### src/rtl/cas_pkg.sv
// Shared types and defaults for the compare-and-swap output stage.
// The entry struct is sized by the package defaults, so any block that
// stores cas_entry_t must be built with ADDRW=ADDRW_DEF and WL=WL_DEF.
package cas_pkg;

    localparam int ADDRW_DEF = 10;
    localparam int WL_DEF    = 32;

    typedef struct packed {
        logic [ADDRW_DEF-1:0] index;
        logic [WL_DEF-1:0]    value;
    } cas_entry_t;

    // Number of entries presented in one cycle (0, 1 or 2).
    function automatic logic [1:0] entry_count(input logic v1, input logic v2);
        return {1'b0, v1} + {1'b0, v2};
    endfunction

endpackage

### src/rtl/cas_order_chk.sv
// Sticky ordering monitor for the index stream entering the pair FIFO.
// Flags any accepted index that is not strictly greater than the index
// accepted just before it, both within a pair and across writes.
module cas_order_chk
    import cas_pkg::*;
#(
    parameter int ADDRW = ADDRW_DEF
)
(
    input  logic             clk,
    input  logic             rst,
    input  logic             wr_en,
    input  logic             valid1,
    input  logic             valid2,
    input  logic [ADDRW-1:0] index1,
    input  logic [ADDRW-1:0] index2,
    output logic             order_err
);

    logic             seen;
    logic [ADDRW-1:0] last_index;
    logic             any_wr;
    logic [ADDRW-1:0] first_index;
    logic [ADDRW-1:0] final_index;
    logic             bad_cross;
    logic             bad_pair;

    // Pick the first and last index of this write and evaluate both orderings.
    always_comb begin
        any_wr      = wr_en && (valid1 || valid2);
        first_index = valid1 ? index1 : index2;
        final_index = valid2 ? index2 : index1;
        bad_cross   = any_wr && seen && (first_index <= last_index);
        bad_pair    = wr_en && valid1 && valid2 && (index2 <= index1);
    end

    // Remember the most recent index and hold the error until reset.
    always_ff @(posedge clk) begin
        if (rst) begin
            seen       <= 1'b0;
            last_index <= '0;
            order_err  <= 1'b0;
        end else begin
            if (any_wr) begin
                seen       <= 1'b1;
                last_index <= final_index;
            end
            if (bad_cross || bad_pair) begin
                order_err <= 1'b1;
            end
        end
    end

endmodule

### src/rtl/cas_pair_fifo.sv
// Two-in / one-out FIFO behind the compare-and-swap merge stage.
// Upstream may present up to two sorted entries per cycle; they are stored
// slot 1 then slot 2 and drained one per cycle on a valid/ready port.
// ena_o throttles upstream early enough that a full pair always fits.
// Optional build macro: CAS_PAIR_FIFO_ORDER_CHK_EN adds the sticky
// order_err output driven by cas_order_chk.
module cas_pair_fifo
    import cas_pkg::*;
#(
    parameter int ADDRW = ADDRW_DEF,
    parameter int WL    = WL_DEF,
    parameter int DEPTH = 16,
    parameter int AW    = $clog2(DEPTH)
)
(
    input  logic             clk,
    input  logic             rst,
    output logic             ena_o,
    input  logic             in_valid1,
    input  logic             in_valid2,
    input  logic [ADDRW-1:0] in_index1,
    input  logic [ADDRW-1:0] in_index2,
    input  logic [WL-1:0]    in_value1,
    input  logic [WL-1:0]    in_value2,
    output logic             out_valid,
    input  logic             out_ready,
    output logic [ADDRW-1:0] out_index,
    output logic [WL-1:0]    out_value,
`ifdef CAS_PAIR_FIFO_ORDER_CHK_EN
    output logic             order_err,
`endif
    output logic [AW:0]      count_o
);

    cas_entry_t       mem [DEPTH];
    logic [AW-1:0]    wr_ptr;
    logic [AW-1:0]    rd_ptr;
    logic [AW:0]      count;

    logic             wr_en;
    logic             rd;
    logic [1:0]       n_wr;
    logic [AW-1:0]    wr_addr1;
    logic [AW:0]      count_next;
    cas_entry_t       entry1;
    cas_entry_t       entry2;
    cas_entry_t       head;

    // Backpressure depends only on registered occupancy, never on inputs.
    always_comb begin
        ena_o = !rst && (count <= (AW+1)'(DEPTH - 2));
    end

    // Write/read qualification, pointer arithmetic and occupancy update.
    always_comb begin
        wr_en         = ena_o;
        n_wr          = wr_en ? entry_count(in_valid1, in_valid2) : 2'd0;
        wr_addr1      = wr_ptr + AW'(1);
        entry1.index  = in_index1;
        entry1.value  = in_value1;
        entry2.index  = in_index2;
        entry2.value  = in_value2;
        out_valid     = (count != '0);
        rd            = out_valid && out_ready;
        count_next    = count + (AW+1)'(n_wr) - (AW+1)'(rd);
    end

    // Two write ports: the first valid slot lands at wr_ptr, slot 2 of a
    // full pair at wr_ptr+1 (wrapping naturally since DEPTH is a power of two).
    always_ff @(posedge clk) begin
        if (wr_en) begin
            if (in_valid1) begin
                mem[wr_ptr] <= entry1;
            end else if (in_valid2) begin
                mem[wr_ptr] <= entry2;
            end
            if (in_valid1 && in_valid2) begin
                mem[wr_addr1] <= entry2;
            end
        end
    end

    // Pointer and occupancy registers; reset drops everything stored.
    always_ff @(posedge clk) begin
        if (rst) begin
            wr_ptr <= '0;
            rd_ptr <= '0;
            count  <= '0;
        end else begin
            wr_ptr <= wr_ptr + AW'(n_wr);
            if (rd) begin
                rd_ptr <= rd_ptr + AW'(1);
            end
            count <= count_next;
        end
    end

    // Head is read straight from storage; no write-to-read bypass.
    always_comb begin
        head      = mem[rd_ptr];
        out_index = head.index;
        out_value = head.value;
        count_o   = count;
    end

`ifdef CAS_PAIR_FIFO_ORDER_CHK_EN
    cas_order_chk #(
        .ADDRW (ADDRW)
    ) u_order_chk (
        .clk       (clk),
        .rst       (rst),
        .wr_en     (wr_en),
        .valid1    (in_valid1),
        .valid2    (in_valid2),
        .index1    (in_index1),
        .index2    (in_index2),
        .order_err (order_err)
    );
`endif

endmodule

### config.mk
export PLATFORM = sky130hd
export DESIGN_NAME = cas_pair_fifo
export DESIGN_NICKNAME = d
export VERILOG_FILES = /design/src/rtl/cas_pkg.sv /design/src/rtl/cas_order_chk.sv /design/src/rtl/cas_pair_fifo.sv
export SDC_FILE = /design/constraint.sdc
export NUM_CORES = 1
export LEC_CHECK = 0
export BUFFER_PORTS_ARGS = -buffer_cell sky130_fd_sc_hd__buf_2
export CAP_MARGIN = 25
export CORE_ASPECT_RATIO = 1.5
export CORE_MARGIN = 3
export CORE_UTILIZATION = 52
export CTS_CLUSTER_DIAMETER = 150
export DETAILED_ROUTE_END_ITERATION = 12
export PLACE_DENSITY = 0.68
export SYNTH_ARGS = -nofsm -noshare
export SYNTH_HDL_FRONTEND = slang
export SYNTH_SLANG_ARGS = --single-unit
### constraint.sdc
create_clock -name clk -period 6.05 [get_ports clk]
set_input_delay 0.3025 -clock clk [delete_from_list [all_inputs] [get_ports clk]]
set_output_delay 0.3025 -clock clk [all_outputs]
set_load 0.02 [all_outputs]
==> impl_results.html <==
<table>
<tr><th>Metric</th><th>Value</th></tr>
<tr><th colspan="2">Critical path</th></tr>
<tr><td>Worst-path cell chain</td><td>nor4b_2 -&gt; o211ai_1 -&gt; o22ai_4 -&gt; buf_4</td></tr>
<tr><td>Register-to-Register Setup Slack</td><td>2450 ps</td></tr>
<tr><td>Worst EP required</td><td>6310 ps</td></tr>
<tr><td>Reg2reg path depth</td><td>4</td></tr>
<tr><td>Critical path class</td><td>reg -&gt; reg</td></tr>
<tr><td>Longest individual stage delay on the worst path</td><td>~900 ps</td></tr>
<tr><td>Setup crit start kind</td><td>flip-flop</td></tr>
<tr><td>Worst Path Max Fanout</td><td>23</td></tr>
<tr><td>WP data arrival</td><td>slightly below 4000 ps</td></tr>
<tr><td>Worst path slowest cell</td><td>sky130_fd_sc_hd__o22ai_4</td></tr>
<tr><td>Kind of end point of the critical path</td><td>flip-flop</td></tr>
<tr><th colspan="2">Layout</th></tr>
<tr><td>Most frequent standard cell in the layout excluding fill and tap cells</td><td>sky130_fd_sc_hd__edfxtp_1</td></tr>
<tr><td>Most frequent cells in the layout</td><td>sky130_fd_sc_hd__edfxtp_1, sky130_fd_sc_hd__mux2_2, sky130_fd_sc_hd__mux4_2</td></tr>
<tr><td>Fraction of final layout cells with drive strength greater than 1</td><td>0.529</td></tr>
<tr><td>Number of nets in the layout</td><td>roughly 2200</td></tr>
<tr><td>Fill cell total of the finished layout</td><td>5113</td></tr>
<tr><td>Area growth from synthesis to layout</td><td>10.3%</td></tr>
<tr><th colspan="2">Clocking</th></tr>
<tr><td>Root cell of the clock tree</td><td>sky130_fd_sc_hd__clkbuf_16</td></tr>
<tr><td>Cts bufs inserted</td><td>68</td></tr>
<tr><td>Clock latency at the later pin of the worst-skew pair</td><td>roughly 630 ps</td></tr>
<tr><td>PostCTS Resize Cnt</td><td>0</td></tr>
<tr><td>CTS tree</td><td>yes</td></tr>
<tr><td>Hold Buf Count CTS</td><td>1</td></tr>
<tr><td>Clock Path Buffers</td><td>3</td></tr>
<tr><td>Clock transition at the registers of the reported paths</td><td>around 60 ps</td></tr>
<tr><td>Clk sink count</td><td>a little under 700</td></tr>
<tr><td>Post-CTS Setup Inserts</td><td>0</td></tr>
<tr><td>CTS H-Tree Depth</td><td>3</td></tr>
<tr><th colspan="2">Floorplan</th></tr>
<tr><td>Core box area</td><td>between 60000 and 70000 um2</td></tr>
<tr><td>Initial core utilization</td><td>0.528</td></tr>
<tr><td>Die X</td><td>roughly 220 um</td></tr>
<tr><td>Boundary pin count</td><td>approximately 140</td></tr>
<tr><td>Die Area</td><td>between 70000 and 80000 um2</td></tr>
<tr><td>Die span in y</td><td>about 320 um</td></tr>
<tr><td>Number of placement rows</td><td>between 100 and 150</td></tr>
<tr><th colspan="2">STA</th></tr>
<tr><td>Count of final max-slew check failures</td><td>0</td></tr>
<tr><td>Number of setup violations in the final report</td><td>0</td></tr>
<tr><td>Least-Margin Pin Slew</td><td>approximately 1100 ps</td></tr>
<tr><td>Relative slew slack</td><td>0.279</td></tr>
<tr><td>Final Worst Setup Slack</td><td>approximately 2400 ps</td></tr>
<tr><td>Final worst path period need</td><td>3600 ps</td></tr>
<tr><td>Final worst-path cycle share</td><td>0.595</td></tr>
<tr><td>Sum of negative setup slack</td><td>0 ps</td></tr>
<tr><td>Setup repair after global routing missed its margin</td><td>false</td></tr>
<tr><td>Max Freq</td><td>between 200 and 300 MHz</td></tr>
<tr><td>Number of hold violations in the final report</td><td>0</td></tr>
<tr><td>Clock Skew</td><td>28.1 ps</td></tr>
<tr><th colspan="2">Status</th></tr>
<tr><td>Status</td><td>completed</td></tr>
<tr><th colspan="2">Synth</th></tr>
<tr><td>Top flip-flop cell by instance count after synthesis</td><td>sky130_fd_sc_hd__edfxtp_1</td></tr>
<tr><td>Yosys top cell by area</td><td>sky130_fd_sc_hd__edfxtp_1</td></tr>
<tr><td>Top cell type's share of synthesized area</td><td>0.580</td></tr>
<tr><td>Number of library cell types mapped by synthesis</td><td>between 40 and 50</td></tr>
<tr><td>Syn_nets</td><td>roughly 2100</td></tr>
<tr><td>Number of instances in the synthesized netlist</td><td>2028</td></tr>
<tr><td>Post-synthesis register bit count</td><td>a little under 700</td></tr>
<tr><td>Part of the Yosys area used for sequential elements</td><td>0.590</td></tr>
<tr><td>Total number of yosys warnings</td><td>0</td></tr>
<tr><td>Mapped cell area</td><td>34800 um2</td></tr>
<tr><td>Number of enable flip-flop cells after synthesis</td><td>between 600 and 700</td></tr>
<tr><td>Synthesized area per cell</td><td>roughly 17 um2</td></tr>
<tr><td>Asr flop ratio synth</td><td>0</td></tr>
<tr><td>Leading cell types by total area after synthesis</td><td>sky130_fd_sc_hd__edfxtp_1, sky130_fd_sc_hd__mux2_2, sky130_fd_sc_hd__mux4_2</td></tr>
<tr><th colspan="2">Global route</th></tr>
<tr><td>Largest net degree at the start of global routing</td><td>approximately 110</td></tr>
<tr><td>Total Routing Usage GR</td><td>0.267</td></tr>
<tr><td>Global-route wire length before repair</td><td>around 140000 um</td></tr>
<tr><td>Via count of the first global-routing pass</td><td>a little over 20000</td></tr>
<tr><td>Overflow left after global routing</td><td>0</td></tr>
<tr><td>Antenna violations before repair</td><td>7</td></tr>
<tr><th colspan="2">Detailed routing</th></tr>
<tr><td>Final Routed Wirelength</td><td>93000 um</td></tr>
<tr><td>Number of vias in the routed layout</td><td>between 15000 and 20000</td></tr>
<tr><td>Wirelength per Cell</td><td>31.0 um</td></tr>
<tr><td>Starting DRT DRC Count</td><td>1712</td></tr>
<tr><td>Post-detailed-route count of antenna-violating nets</td><td>0</td></tr>
<tr><td>First-pass detailed-route iteration total</td><td>5</td></tr>
<tr><td>DRC violations left</td><td>0</td></tr>
<tr><td>Detail-routed via count per cell</td><td>6.41</td></tr>
<tr><th colspan="2">Min path</th></tr>
<tr><td>Worst min-delay path category</td><td>in -&gt; reg</td></tr>
<tr><td>Hold path cells</td><td>2</td></tr>
<tr><th colspan="2">Placed design</th></tr>
<tr><td>Global placer's final weighted congestion</td><td>0.827</td></tr>
<tr><td>Number of I/O port buffers</td><td>around 140</td></tr>
<tr><td>Half-perimeter wire length after placement</td><td>54400 um</td></tr>
<tr><td>Place WS</td><td>roughly 2400 ps</td></tr>
<tr><th colspan="2">Power</th></tr>
<tr><td>Pleak</td><td>about 12 nW</td></tr>
<tr><td>Areal power density over the cells</td><td>between 300 and 400 nW/um2</td></tr>
<tr><td>Largest vdd supply drop</td><td>around 0.25 mV</td></tr>
<tr><th colspan="2">Run</th></tr>
<tr><td>Max-cap violations</td><td>0</td></tr>
</table>
## critical path, delay by kind of cell (launching register included)
kind,cells,cell delay [ps]
AOI/OAI and AO/OA,2,1400
DFF,1,720
and+or+nand+nor,1,550
buffers and inverters,1,550
## per-stage QoR
| step | cell area (um2) | utilization | hold WS (ps) | std cells | power, W |
|---|---|---|---|---|---|
| 6_report | 38400 | 0.582 | 106 | 3000 | 0.0127 |
| 5_1_grt | 38300 | 0.582 | 114 | 2995 | 0.0132 |
| 4_1_cts | 38300 | 0.582 | 70.0 | 2994 | 0.0128 |
| 3_5_place_dp | 36300 | 0.550 | 484 | 2874 | 0.00877 |
| 3_3_place_gp | 36200 | 0.550 | 466 | 2872 | 0.00872 |
| 2_1_floorplan | 34800 | - | 463 | 2028 | 0.00791 |
## per-layer routing
layer,wire length (um),part of all wire,track usage
met1,35000,0.38,0.325
met2,50500,0.54,0.491
met3,4850,0.052,0.0324
met4,2700,0.029,0.0915
met5,0,0,0
## synthesized netlist by cell type (all sizes together) (2+ instances only)
master,n
a22oi,84
nor3,2
clkbuf,117
o21ai,2
o32ai,4
ha,14
fa,2
buf,97
nor2,29
mux2,672
nand3,6
xor2,5
nor2b,7
edfxtp,672
nor4b,2
or2,3
and3b,2
nor3b,2
nand2,52
nand2b,2
a21oi,20
dfxtp,17
o211ai,4
mux4,168
and3,3
inv,19
o22ai,12
## path summary, 6_finish.rpt
path | startpoint | endpoint
max | wr_ptr[3] | mem[10][7]
min | rst | wr_ptr[1]
min reg2reg | rd_ptr[1] | flip-flop
max reg2reg | wr_ptr[3] | mem[10][7]
## power breakdown
part	internal [W]	leakage, nW	switching (W)
clock	0.00224	1.02	0.00181
combinational	0.00146	4.90	0.00166
sequential	0.00545	6.20	0.0000759
total	0.00914	12.1	0.00355
## area by class of cell
cell class                 instances  area, um2  area share
antenna                            6       15.0    0.000391
clock buffer                      87       1840      0.0479
multi-input combinational       1106      13500       0.351
clock inverter                    32        235     0.00613
sequential                       689      20500       0.535
timing repair buffer             184       1110      0.0290
tap                              877       1100      0.0286
inverter                          19       71.3     0.00186
## cell families after synthesis
logic type,synth area share
muxes,0.327
DFF,0.590
buffers and inverters,0.0322
AOI/OAI and AO/OA,0.0261
and+or+nand+nor,0.0173
adders and majority gates,0.00619
xor gates and xnor gates,0.00151
## registers in the layout, summed over array words and instances, names as in the netlist, named ones only
register,cells
mem,672
count_o,5
rd_ptr,4
wr_ptr,4
No activity file was read; power rests on OpenSTA's default activity.
